File: src/rtl/bus_switch_n.sv
// bus_switch_n
// ------------
// Address-decoded 1-to-N bus switch. One inbound addr/data stream is routed
// to NUM_PORTS outbound ports. Each outbound port has its own DEPTH-entry
// FIFO, so a stalled consumer only blocks beats aimed at its own port.
//
// Handshake semantics (all sides): a transfer happens on a rising clk edge
// where valid && ready are both 1. A producer holds valid and its payload
// stable until the transfer happens; ready may depend combinationally on the
// payload (in_ready depends on in_addr).
//
// Ports:
//   clk        in   1             clock, rising edge
//   resetn     in   1             synchronous active-low reset
//   in_valid   in   1             inbound beat valid
//   in_ready   out  1             switch can take the inbound beat
//   in_addr    in   AW            inbound address (forwarded unmodified)
//   in_data    in   DW            inbound data
//   out_valid  out  NUM_PORTS     per-port head-of-FIFO valid
//   out_ready  in   NUM_PORTS     per-port consumer ready
//   out_addr   out  NUM_PORTS*AW  port p at [p*AW +: AW]
//   out_data   out  NUM_PORTS*DW  port p at [p*DW +: DW]
//   drop_cnt   out  16            discarded beats, saturating at 16'hFFFF
//
// Region decode: the top clog2(NUM_PORTS) address bits select the port.
// DROP_ON_FULL=0 backpressures on a full target FIFO; DROP_ON_FULL=1 always
// accepts and discards beats aimed at a full FIFO.

module bus_switch_n #(
  parameter int AW           = 8,
  parameter int DW           = 16,
  parameter int NUM_PORTS    = 4,
  parameter int DEPTH        = 4,
  parameter int DROP_ON_FULL = 0
) (
  input  logic                    clk,
  input  logic                    resetn,
  input  logic                    in_valid,
  output logic                    in_ready,
  input  logic [AW-1:0]           in_addr,
  input  logic [DW-1:0]           in_data,
  output logic [NUM_PORTS-1:0]    out_valid,
  input  logic [NUM_PORTS-1:0]    out_ready,
  output logic [NUM_PORTS*AW-1:0] out_addr,
  output logic [NUM_PORTS*DW-1:0] out_data,
  output logic [15:0]             drop_cnt
);

  localparam int PSEL_W = $clog2(NUM_PORTS);
  localparam int IDX_W  = $clog2(DEPTH);
  localparam int PTR_W  = IDX_W + 1;

  // Pointers carry one extra wrap bit so full and empty are distinguishable.
  logic [PTR_W-1:0] wr_ptr_q [NUM_PORTS];
  logic [PTR_W-1:0] wr_ptr_d [NUM_PORTS];
  logic [PTR_W-1:0] rd_ptr_q [NUM_PORTS];
  logic [PTR_W-1:0] rd_ptr_d [NUM_PORTS];

  logic [AW-1:0] addr_mem_q [NUM_PORTS][DEPTH];
  logic [AW-1:0] addr_mem_d [NUM_PORTS][DEPTH];
  logic [DW-1:0] data_mem_q [NUM_PORTS][DEPTH];
  logic [DW-1:0] data_mem_d [NUM_PORTS][DEPTH];

  logic [15:0] drop_cnt_q;
  logic [15:0] drop_cnt_d;

  logic [NUM_PORTS-1:0] full;
  logic [NUM_PORTS-1:0] empty;
  logic [NUM_PORTS-1:0] pop;
  logic [PSEL_W-1:0]    sel;
  logic                 push;
  logic                 drop;

  // FIFO status and inbound accept decisions. Full is taken from the
  // registered pointers, so a same-cycle pop never frees room for a push.
  always_comb begin
    for (int p = 0; p < NUM_PORTS; p++) begin
      empty[p] = (wr_ptr_q[p] == rd_ptr_q[p]);
      full[p]  = (wr_ptr_q[p][PTR_W-1] != rd_ptr_q[p][PTR_W-1]) &&
                 (wr_ptr_q[p][IDX_W-1:0] == rd_ptr_q[p][IDX_W-1:0]);
      pop[p]   = !empty[p] && out_ready[p];
    end
    sel      = in_addr[AW-1 -: PSEL_W];
    in_ready = (DROP_ON_FULL != 0) ? 1'b1 : !full[sel];
    push     = in_valid && in_ready && !full[sel];
    drop     = in_valid && in_ready && full[sel];
  end

  // Next-state: pointer advance, storage write, drop counter.
  always_comb begin
    wr_ptr_d   = wr_ptr_q;
    rd_ptr_d   = rd_ptr_q;
    addr_mem_d = addr_mem_q;
    data_mem_d = data_mem_q;
    drop_cnt_d = drop_cnt_q;

    for (int p = 0; p < NUM_PORTS; p++) begin
      if (pop[p]) begin
        rd_ptr_d[p] = rd_ptr_q[p] + PTR_W'(1);
      end
    end

    if (push) begin
      addr_mem_d[sel][wr_ptr_q[sel][IDX_W-1:0]] = in_addr;
      data_mem_d[sel][wr_ptr_q[sel][IDX_W-1:0]] = in_data;
      wr_ptr_d[sel] = wr_ptr_q[sel] + PTR_W'(1);
    end

    if (drop && (drop_cnt_q != 16'hFFFF)) begin
      drop_cnt_d = drop_cnt_q + 16'd1;
    end
  end

  // Outputs come straight from registered storage: the head entry is
  // addressed by the read pointer and cannot change while it is not popped.
  always_comb begin
    out_valid = ~empty;
    out_addr  = '0;
    out_data  = '0;
    for (int p = 0; p < NUM_PORTS; p++) begin
      out_addr[p*AW +: AW] = addr_mem_q[p][rd_ptr_q[p][IDX_W-1:0]];
      out_data[p*DW +: DW] = data_mem_q[p][rd_ptr_q[p][IDX_W-1:0]];
    end
    drop_cnt = drop_cnt_q;
  end

  // Storage is cleared on reset so the head outputs read zero afterwards.
  always_ff @(posedge clk) begin
    if (!resetn) begin
      for (int p = 0; p < NUM_PORTS; p++) begin
        wr_ptr_q[p] <= '0;
        rd_ptr_q[p] <= '0;
        for (int e = 0; e < DEPTH; e++) begin
          addr_mem_q[p][e] <= '0;
          data_mem_q[p][e] <= '0;
        end
      end
      drop_cnt_q <= '0;
    end else begin
      wr_ptr_q   <= wr_ptr_d;
      rd_ptr_q   <= rd_ptr_d;
      addr_mem_q <= addr_mem_d;
      data_mem_q <= data_mem_d;
      drop_cnt_q <= drop_cnt_d;
    end
  end

endmodule

File: config.mk
export PLATFORM = sky130hd
export DESIGN_NAME = bus_switch_n
export DESIGN_NICKNAME = d
export VERILOG_FILES = /design/src/rtl/bus_switch_n.sv
export SDC_FILE = /design/constraint.sdc
export NUM_CORES = 1
export LEC_CHECK = 0
export CAP_MARGIN = 20
export CORE_MARGIN = 3
export CORE_UTILIZATION = 45
export DETAILED_ROUTE_END_ITERATION = 10
export PLACE_DENSITY = 0.72
export SLEW_MARGIN = 15
export SYNTH_ARGS = -nofsm -noshare
export SYNTH_HDL_FRONTEND = slang
export SYNTH_SLANG_ARGS = --single-unit
File: constraint.sdc
create_clock -name clk -period 4.6 [get_ports clk]
set_input_delay 0.69 -clock clk [delete_from_list [all_inputs] [get_ports clk]]
set_output_delay 0.69 -clock clk [all_outputs]
set_load 0.05 [all_outputs]
==> flow_summary_export.csv <==
group,metric,value,unit
outcome,status,"finished clean",
die,die_h,208,um
worst_setup_path,cp.arrival,3.15,ns
cells_and_area,multi_input_area,0.00905,sq mm
route,wl_per_cell,18.8,um
global_route,grt_max_degree,131,
timing,slew_headroom,44.2,%
global_route,grt_pass1_wl,68.5,mm
cells_and_area,final_util,53.7,%
clocking,clk_pin_slew_worst_paths,0.06,ns
worst_setup_path,timing.rr.end,"data_mem_q[167]",
pwr,p_leak,0.00760,uW
worst_setup_path,cp-start-kind,"flop",
placement,place.gp.congestion,0.789,
timing,skew,0.0286,ns
route,final_antenna_net_count,0,
worst_setup_path,worstPathRequired,3.91,ns
global_route,grt_remaining_overflow,0,
global_route,grt_usage,19.4,%
cells_and_area,fin_nets,1745,
placement,io_buffer_count,147,
route,routed-wl-met3,1.87,mm
clocking,ctsHtreeMaxLevel,2,
worst_setup_path,crit_fanout,19,
die,dieWidth,208,um
route,drtIter0Drc,830,
worst_setup_path,crit_path_end_kind,"primary output",
yosys,synth_seq_area_share,46.2,%
clocking,cts_root_buf,"clkbuf_16",
worst_hold_path,min_path_cells,2,
route,routed.top_layer,"met5",
cells_and_area,regArea,0.00849,sq mm
placement,hpwl,27.5,mm
route,drt_wl_total,42.5,mm
yosys,yosys_register_bits,424,
clocking,cts_tree,"done",
route,wl_met2,20.8,mm
timing,slew_violations,0,
run,maxCapViolCount,0,
clocking,ctsResizeCount,0,
die,rows,73,
die,die-area,0.0433,sq mm
worst_setup_path,rr_worst_depth,7,
clocking,clockBufferDepth,3,
worst_setup_path,max_stage_delay,0.80,ns
yosys,netlist_area,0.0184,sq mm
die,core_area,0.0400,sq mm
global_route,grt_pass1_vias,12363,
route,wl_met1,19.0,mm
route,drtPass1Iterations,5,
clocking,cts_buffers,45,
clocking,cts_setup_buffers,0,
worst_hold_path,hp-start,"addr_mem_q[79]",
route,route.vias.total,12162,
timing,setup-tns-final,0,ns
worst_setup_path,slowest_stage,"dfxtp_1",
pwr,p_per_area,378,mW/mm^2
yosys,synth.avg_cell_area,11.4,sq um
clocking,ctsHoldBuffers,0,
worst_setup_path,crit_type,"reg2out",
global_route,antenna_found_initial,1,
route,route.detailed.drc,0,
cells_and_area,insertedDiodeCount,0,
worst_setup_path,r2r-start,"wr_ptr_q[7]",
yosys,synth_cells,1614,
worst_hold_path,hp-class,"reg2reg",
yosys,synth_nets,1653,
timing,fmax,261,MHz
timing,fin_crit,3.84,ns
timing,setup_viol,0,
timing,worst_pin_slew,0.837,ns
yosys,ys_types,39,
timing,rsz0062_at_grt,"no",
yosys,synth_warnings,0,
die,initial_core_util,46.0,%
cells_and_area,drive_gt1_share,13.5,%
timing,period_share,83.4,%
worst_hold_path,min_delay_worst_endpoint,"addr_mem_q[79]",
cells_and_area,fillers,3443,
timing,hold_violations,0,
clocking,cts_num_sinks,424,
worst_setup_path,path_cells,"buf_4 -> mux4_2 -> clkdlybuf4s50_1",
pwr,irDropWorstVdd,0.251,mV
clocking,clk_latency,0.56,ns
route,vias_per_cell,5.38,
die,io_pins,148,
cells_and_area,area_delta_synth_final,16.9,%
worst_setup_path,r2r_slack,2.10,ns
[synth_stat cells (all sizes together)]
library cell / n / area [sq um]
o211ai: 8 / 60.1
nand4: 4 / 25.0
nand3: 7 / 35.0
a31oi: 22 / 333
nand2b: 5 / 31.3
xor2: 10 / 159
o31ai: 3 / 22.5
nand4bb: 1 / 11.3
nand3b: 2 / 15.0
nor2: 11 / 41.3
xnor2: 10 / 170
inv: 12 / 45.0
o21a: 16 / 120
o31a: 2 / 17.5
nand2: 413 / 1550
and4b: 3 / 30.0
o311ai: 3 / 78.8
clkbuf: 76 / 285
a31o: 1 / 8.76
a211o: 4 / 35.0
ha: 8 / 100
dfxtp: 424 / 8490
buf: 61 / 523
nand4b: 10 / 87.6
and2: 19 / 119
and3: 6 / 37.5
or3: 2 / 12.5
mux2i: 368 / 3680
mux4: 99 / 2230
o311a: 1 / 10.0
or4: 3 / 22.5
[kinds of logic (layout without fill, tap and decap cells)]
logic type,count (synthesis),count (layout),synth area share [%]
mux,467,467,32.2
fa+ha+maj,8,8,0.544
simple gates,486,486,11.0
buf+inv,149,271,4.64
xor+xnor,20,20,1.79
flops,424,424,46.2
compound gates,60,60,3.73
[cell usage in the layout, fill, tap and decap left out, types with 10 or more instances in the layout]
| cell | instances |
|---|---|
| dfxtp_1 | 420 |
| nand2_1 | 413 |
| mux2i_1 | 368 |
| clkdlybuf4s50_1 | 146 |
| mux4_2 | 99 |
| clkbuf_16 | 46 |
| buf_4 | 33 |
| and2_1 | 19 |
| o21a_1 | 16 |
| a31oi_4 | 13 |
| inv_1 | 12 |
| nor2_1 | 11 |
| nand4b_1 | 10 |
| clkbuf_8 | 10 |
[power by group]
part	internal, uW	leakage [uW]	switching (uW)
sequential	3720	0.00342	44.8
clock	2160	0.000732	1450
combinational	271	0.00344	477
[through the flow]
stage               instance area, sq um  setup slack [ns]  hold slack (ns)  std cells  total power, uW
CTS                                21500             0.736            0.427       2261             8230
floorplan                          18400              1.88            0.406       1614             4390
global placement                   20000              1.06            0.413       2184             4590
finish                             21500             0.763            0.423       2261             8130
detailed placement                 20000             0.995            0.417       2184             4600
global route                       21500             0.657            0.453       2261             8430
[worst max-delay path by stage]
stage | from | endpoint | slack (ns) | depth (start not counted)
4_1_cts | rd_ptr_q[4] | out_addr[23] | 0.74 | 3
3_5_place_dp | in_addr[7] | data_mem_q[49] | 1.0 | 8
3_3_place_gp | in_addr[7] | in_ready | 1.06 | 3
5_1_grt | rd_ptr_q[4] | out_addr[23] | 0.66 | 3
2_1_floorplan | in_addr[6] | data_mem_q[163] | 1.88 | 9
6_report | rd_ptr_q[4] | out_addr[23] | 0.76 | 3
[registers in the layout, indices dropped and copies added, names as in the netlist]
| name | count |
|---|---|
| addr_mem_q | 128 |
| drop_cnt | 16 |
| rd_ptr_q | 12 |
| data_mem_q | 256 |
| wr_ptr_q | 12 |
[layout make-up]
class | count | share of cell area [%]
clock inverter | 12 | 0.763
timing repair buffer | 182 | 8.21
clock buffer | 65 | 6.15
inverter | 12 | 0.210
sequential | 424 | 39.5
tap | 525 | 3.06
multi-input combinational | 1041 | 42.1
[worst max-delay path, delay by kind of cell (launching register included)]
family / cells / cell delay, ns
flip-flops: 1 / 0.80
buffers and inverters: 2 / 1.18
multiplexers: 1 / 0.62
[metal layers]
| metal | vias to the layer above | track usage [%] |
|---|---|---|
| li1 | 5804 | - |
| met1 | 6027 | 26.1 |
| met2 | 270 | 32.8 |
| met3 | 59 | 3.21 |
| met4 | 2 | 4.77 |
| met5 | - | 0 |
(Power assumes the default switching activity.)
